File: config.mk
export PLATFORM = sky130hd
export DESIGN_NAME = frame_word_aligner
export DESIGN_NICKNAME = d
export VERILOG_FILES = /design/src/rtl/frame_word_aligner.sv
export SDC_FILE = /design/constraint.sdc
export NUM_CORES = 1
export LEC_CHECK = 0
export CAP_MARGIN = 25
export CORE_MARGIN = 2
export CORE_UTILIZATION = 50
export DETAILED_ROUTE_END_ITERATION = 8
export HOLD_SLACK_MARGIN = 0.12
export PLACE_DENSITY = 0.81
export SLEW_MARGIN = 20
export SYNTH_ARGS = -nofsm -noshare
export SYNTH_HDL_FRONTEND = slang
export SYNTH_SLANG_ARGS = --single-unit
export TNS_END_PERCENT = 100
File: constraint.sdc
create_clock -name clk -period 4.4 [get_ports clk]
set_input_delay 0.44 -clock clk [delete_from_list [all_inputs] [get_ports clk]]
set_output_delay 0.44 -clock clk [all_outputs]
set_load 0.01 [all_outputs]
File: src/rtl/frame_word_aligner.sv
// Frame word aligner: steps the deserializer slip address until the sync
// pattern is found, confirms lock over consecutive good frames, then forwards frames.
`timescale 1ns/1ps
module frame_word_aligner #(
    parameter int          FRAMEWIDTH    = 40,
    parameter int          ADDRWIDTH     = 6,
    parameter logic [15:0] SYNC_PATTERN  = 16'h3C5C,
    parameter int          SETTLE_CYCLES = 4,
    parameter int          LOCK_COUNT    = 8,
    parameter int          UNLOCK_COUNT  = 4
) (
    input  logic                  clk,
    input  logic                  reset,
    input  logic [FRAMEWIDTH-1:0] din,
    output logic [ADDRWIDTH-1:0]  wordAddr,
    output logic                  aligned,
    output logic [FRAMEWIDTH-1:0] dout,
    output logic                  doutValid,
    output logic [15:0]           slipCount,
    output logic [19:0]           frameErrorCount,
    output logic [7:0]            relockCount
);
    localparam int SW = $clog2(SETTLE_CYCLES + 2);
    localparam int GW = $clog2(LOCK_COUNT + 2);
    localparam int BW = $clog2(UNLOCK_COUNT + 2);
    localparam logic [SW-1:0]        SETTLE_N  = SW'(SETTLE_CYCLES);
    localparam logic [GW-1:0]        LOCK_LAST = GW'(LOCK_COUNT - 1);
    localparam logic [BW-1:0]        BAD_LAST  = BW'(UNLOCK_COUNT - 1);
    localparam logic [ADDRWIDTH-1:0] ADDR_LAST = ADDRWIDTH'(FRAMEWIDTH - 1);

    typedef enum logic [1:0] {SETTLE, SEARCH, CONFIRM, LOCKED} state_t;

    state_t                state_q, state_d;
    logic [SW-1:0]         settle_q, settle_d;
    logic [ADDRWIDTH-1:0]  addr_q, addr_d;
    logic [GW-1:0]         good_run_q, good_run_d;
    logic [BW-1:0]         bad_run_q, bad_run_d;
    logic [15:0]           slip_q, slip_d;
    logic [19:0]           ferr_q, ferr_d;
    logic [7:0]            relock_q, relock_d;
    logic [FRAMEWIDTH-1:0] dout_q, dout_d;
    logic                  dout_valid_q, dout_valid_d;
    logic                  aligned_q, aligned_d;
    logic                  good;
    logic                  slip_req;
    logic [1:0]            frame_type;

    // Header (00) and filler (10) are the only legal frame types behind the sync word.
    assign frame_type = din[FRAMEWIDTH-17 -: 2];
    assign good = (din[FRAMEWIDTH-1 -: 16] == SYNC_PATTERN) &&
                  ((frame_type == 2'b00) || (frame_type == 2'b10));

    always_comb begin
        state_d    = state_q;
        settle_d   = settle_q;
        addr_d     = addr_q;
        good_run_d = good_run_q;
        bad_run_d  = bad_run_q;
        slip_d     = slip_q;
        ferr_d     = ferr_q;
        relock_d   = relock_q;
        slip_req   = 1'b0;
        case (state_q)
            SETTLE: begin
                if (settle_q > SW'(1)) begin
                    settle_d = settle_q - 1'b1;
                end else begin
                    settle_d = '0;
                    state_d  = SEARCH;
                end
            end
            SEARCH: begin
                if (good) begin
                    good_run_d = GW'(1);
                    bad_run_d  = '0;
                    state_d    = (LOCK_COUNT <= 1) ? LOCKED : CONFIRM;
                end else begin
                    slip_req = 1'b1;
                end
            end
            CONFIRM: begin
                if (good) begin
                    good_run_d = good_run_q + 1'b1;
                    if (good_run_q >= LOCK_LAST) begin
                        state_d   = LOCKED;
                        bad_run_d = '0;
                    end
                end else begin
                    slip_req   = 1'b1;
                    good_run_d = '0;
                end
            end
            LOCKED: begin
                if (good) begin
                    bad_run_d = '0;
                end else begin
                    if (ferr_q != '1) ferr_d = ferr_q + 1'b1;
                    bad_run_d = bad_run_q + 1'b1;
                    // Drop back to SEARCH on the same address so it is retested first.
                    if (bad_run_q >= BAD_LAST) begin
                        state_d    = SEARCH;
                        bad_run_d  = '0;
                        good_run_d = '0;
                        if (relock_q != '1) relock_d = relock_q + 1'b1;
                    end
                end
            end
            default: state_d = SETTLE;
        endcase
        if (slip_req) begin
            addr_d   = (addr_q == ADDR_LAST) ? '0 : addr_q + 1'b1;
            settle_d = SETTLE_N;
            state_d  = SETTLE;
            if (slip_q != '1) slip_d = slip_q + 1'b1;
        end
    end

    // Output register keys off the next state so dout is zero whenever aligned is low.
    assign aligned_d    = (state_d == LOCKED);
    assign dout_d       = aligned_d ? din : '0;
    assign dout_valid_d = aligned_d && good;

    always_ff @(posedge clk or negedge reset) begin
        if (!reset) begin
            state_q      <= SETTLE;
            settle_q     <= SETTLE_N;
            addr_q       <= '0;
            good_run_q   <= '0;
            bad_run_q    <= '0;
            slip_q       <= '0;
            ferr_q       <= '0;
            relock_q     <= '0;
            dout_q       <= '0;
            dout_valid_q <= 1'b0;
            aligned_q    <= 1'b0;
        end else begin
            state_q      <= state_d;
            settle_q     <= settle_d;
            addr_q       <= addr_d;
            good_run_q   <= good_run_d;
            bad_run_q    <= bad_run_d;
            slip_q       <= slip_d;
            ferr_q       <= ferr_d;
            relock_q     <= relock_d;
            dout_q       <= dout_d;
            dout_valid_q <= dout_valid_d;
            aligned_q    <= aligned_d;
        end
    end

    assign wordAddr        = addr_q;
    assign aligned         = aligned_q;
    assign dout            = dout_q;
    assign doutValid       = dout_valid_q;
    assign slipCount       = slip_q;
    assign frameErrorCount = ferr_q;
    assign relockCount     = relock_q;
endmodule

==> summary.txt <==
Critical path
  – CP endpoint kind: flop
  – Startpoint Class: primary input
  – Largest stage delay on the critical path: 0.57 ns
  – Worst R2R Start: bad_run_q[0]$_DFFE_PN0P_
  – Worst EP required: 4.64 ns
  – Worst Path Max Fanout: 7
  – Critical-path cell list: clkdlybuf4s50_1 -> nor4bb_1 -> nand3_1 -> o21ai_1 -> nor3b_1 -> and4_1 -> xor2_1
  – CP delay by family, top: simple AND/OR/NAND/NOR gates
  – CP max stage cell: o21ai_1
  – CP bufs+invs: 1
  – CP Class: in -> reg
  – CP arrival: 2.78 ns
  – Crit path launch: din[34]

Worst hold path
  – Hold WC Path Type: in -> async

STA
  – Min Tclk post-route: 2.541 ns
  – Slew at the pin closest to its max-slew limit: 0.9056 ns
  – Final period util: 57.74%
  – RSZ-0062 raised after global routing: no
  – Setup tns final: 0 ns
  – Setup Viol. Count Final: 0
  – Max Transition Viols Final: 0
  – Final Hold Fails: 0
  – Clk_skew: 0.01524 ns
  – Rel. slew slack: 39.16%
  – Fmax: 393.6 MHz

Clock tree
  – Post-cts hold buffer count: 0
  – CTS clk-pin slew, worst paths: 0.10 ns
  – Clock latency at the later pin of the worst-skew pair: 0.36 ns
  – CTS Sinks: 104
  – Clock buffer depth: 2
  – CTS tree: built
  – Setup bufs post-CTS: 0
  – Root Driver: clkbuf_8
  – Post-cts resize count: 0
  – TritonCTS buffer count: 9
  – # H-tree levels: 3

Finish
  – Layout Cells excl Fill: 630
  – Fillers: 654
  – Share of cells above drive strength 1: 6.130%
  – # diodes: 0
  – Synthesis-to-layout area growth: 35.66%
  – Post-layout instance area: 6088 µm²
  – Final #Nets: 572

Pwr
  – PD cells: 469.3 nW/µm²
  – Total power: 0.002858 W
  – Worst vdd ir: 0.0004369 V
  – Lkg Pwr: 2.629 nW

Global route
  – Pin count of the biggest net entering global routing: 59
  – Initial antenna violation count: 0
  – Vias in the first global route: 3440
  – First-pass GRT wire length: 16150 µm
  – Grt total ovfl: 0
  – GR Util All Layers: 20.39%

Floorplanning
  – Die area: 9750 µm²
  – FP Rows: 34
  – IO Pins: 134
  – DIE HEIGHT: 98.74 µm
  – Initial Utilization: 51.46%
  – Chip width: 98.74 µm
  – Core area: 8721 µm²

Yosys
  – Post-synthesis compound-gate area fraction: 4.823%
  – Register area share after synthesis: 58.02%
  – Mean Syn Cell Area: 11.78 µm²
  – Netlist cell types: 47
  – Multiplexer share of the synthesized area: 2.453%
  – YS warnings: 0
  – Area leader, netlist: dfrtp_1
  – Top_reg_cell synth: dfrtp_1
  – Synth Area in Adders: 3.624%
  – Post-Syn Instances: 381
  – Asr flop ratio synth: 100.0%
  – Simple-Gate Fraction of Synth Area: 20.69%
  – Net Count, Synth: 436
  – Area contributors post-synth: dfrtp_1 57%, xnor2_1 6.6%, and2_1 6.4%
  – Number of flops mapped to enable cells by yosys: 0
  – Yosys reg bits: 104
  – Mapped cell area: 4488 µm²
  – Main combinational cell family by area after synthesis: simple AND/OR/NAND/NOR gates
  – Synth top area share: 57.43%
  – Synth Area in XOR/XNOR: 8.196%

Routing
  – Via count: 3251
  – Drt initial violations: 97
  – Antenna viol nets, final: 0
  – Vias per cell: 5.160
  – Avg WL per Cell: 15.20 µm
  – Initial DRT Pass Iterations: 4
  – Final WL: 9575 µm
  – DR DRC count: 0

Run
  – Maxcap violations: 0

Place
  – Port-buffer cells: 133
  – Placed cells: 614
  – Detail Placement HPWL: 7091 µm
  – Placed standard-cell area: 5894 µm²
  – GPL Wtd Cong: 0.7654

Outcome
  – Outcome: finished, final reports clean
==> per-stage QoR <==
step / setup slack, ns / hold WS [ns] / util (%)
final: 1.859 / 0.1119 / 69.81
after global routing: 1.668 / 0.1641 / 69.81
after CTS: 1.859 / 0.1341 / 69.81
after global placement: 1.538 / 0.4778 / 67.59
after detailed placement: 1.485 / 0.4885 / 67.59
after floorplan: 2.307 / 0.1444 / -
==> cell type report <==
cell class | count | area, µm² | area share (%)
multi-input cells | 259 | 1785 | 29.33
repair buffers | 134 | 1336 | 21.95
clock buffers | 11 | 131.4 | 2.158
well taps | 108 | 135.1 | 2.219
flip-flops and latches | 104 | 2604 | 42.77
inverters | 9 | 33.78 | 0.5549
clock inverters | 5 | 62.56 | 1.028
==> synthesized netlist by cell type, types with 2 or more instances <==
master / instances
mux2_2: 8
nand4b_1: 3
nand2_1: 24
ha_1: 13
a21oi_1: 4
or3_1: 3
buf_6: 4
xnor2_1: 34
dfrtp_1: 103
a211oi_1: 2
nor3_1: 9
mux2i_1: 2
a31oi_1: 3
and4_1: 6
xor2_1: 8
nand3_1: 20
and2_1: 46
nor4bb_1: 2
nor2_1: 17
a21o_1: 3
nor3b_1: 5
and3_1: 6
inv_1: 9
nand4_1: 14
o21ai_0: 7
clkbuf_1: 4
o211ai_1: 2
==> flip-flops by register name, summed over array words and instances, names as in the netlist <==
name / count
aligned: 1
settle_q: 3
bad_run_q: 3
good_run_q: 4
frameErrorCount: 20
state_q: 2
relockCount: 8
slipCount: 16
dout: 40
wordAddr: 6
doutValid: 1
==> path summary, 6_finish.rpt <==
check                                                  end  slack [ns]  cells after the start
setup reg to reg                         dout[2]$_DFF_PN0_        1.89                      7
min in group clk            frameErrorCount[9]$_DFFE_PN0P_        0.49                      1
hold / removal                          dout[13]$_DFF_PN0_        0.11                      1
setup / recovery            frameErrorCount[5]$_DFFE_PN0P_        1.86                      7
max in group asynchronous  frameErrorCount[18]$_DFFE_PN0P_        3.20                      2
hold reg to reg             frameErrorCount[9]$_DFFE_PN0P_        0.49                      1
==> layer usage <==
layer | vias to the layer above | global-route usage [%] | routed length (µm)
li1 | 1579 | - | -
met1 | 1586 | 24.18 | 3902
met2 | 77 | 36.95 | 5136
met3 | 9 | 4.894 | 398
met4 | 0 | 5.585 | 136
met5 | - | 0 | 0
==> logic make-up (layout without fill, tap and decap cells) <==
kind of cell | count (synthesis) | count (layout)
adder cells (fa/ha/maj) | 13 | 13
AO/OA/AOI/OAI | 31 | 31
AND/OR/NAND/NOR | 163 | 163
flip-flops | 104 | 104
multiplexers | 10 | 10
XOR/XNOR | 42 | 42
buffers and inverters | 18 | 159
==> worst register-to-register path, delay by kind of cell (launching register included) <==
kind | cells | cell delay, ns
fa+ha+maj | 2 | 0.39
simple gates | 2 | 0.63
compound gates | 3 | 1.02
flops | 1 | 0.42
==> placed cells by master, fill, tap and decap left out, types with 4 or more instances in the layout <==
cell type and instances:
xnor2_1 34, dfrtp_1 103, nand2_1 24, clkbuf_8 9
o21ai_0 7, clkdlybuf4s50_1 132, nor3b_1 5, a21oi_1 4
and4_1 6, mux2_2 8, inv_1 9, nor2_1 17
and3_1 6, and2_1 46, nand3_1 20, xor2_1 8
ha_1 13, nor3_1 9, nand4_1 14
==> where the power goes <==
group          leakage, nW  internal (W)  switching [W]
sequential            1.39       0.00113       0.000143
combinational         1.15      0.000525       0.000471
clock               0.0906      0.000268       0.000319
total                 2.63       0.00192       0.000933
Power figures use the tool's default switching activity.
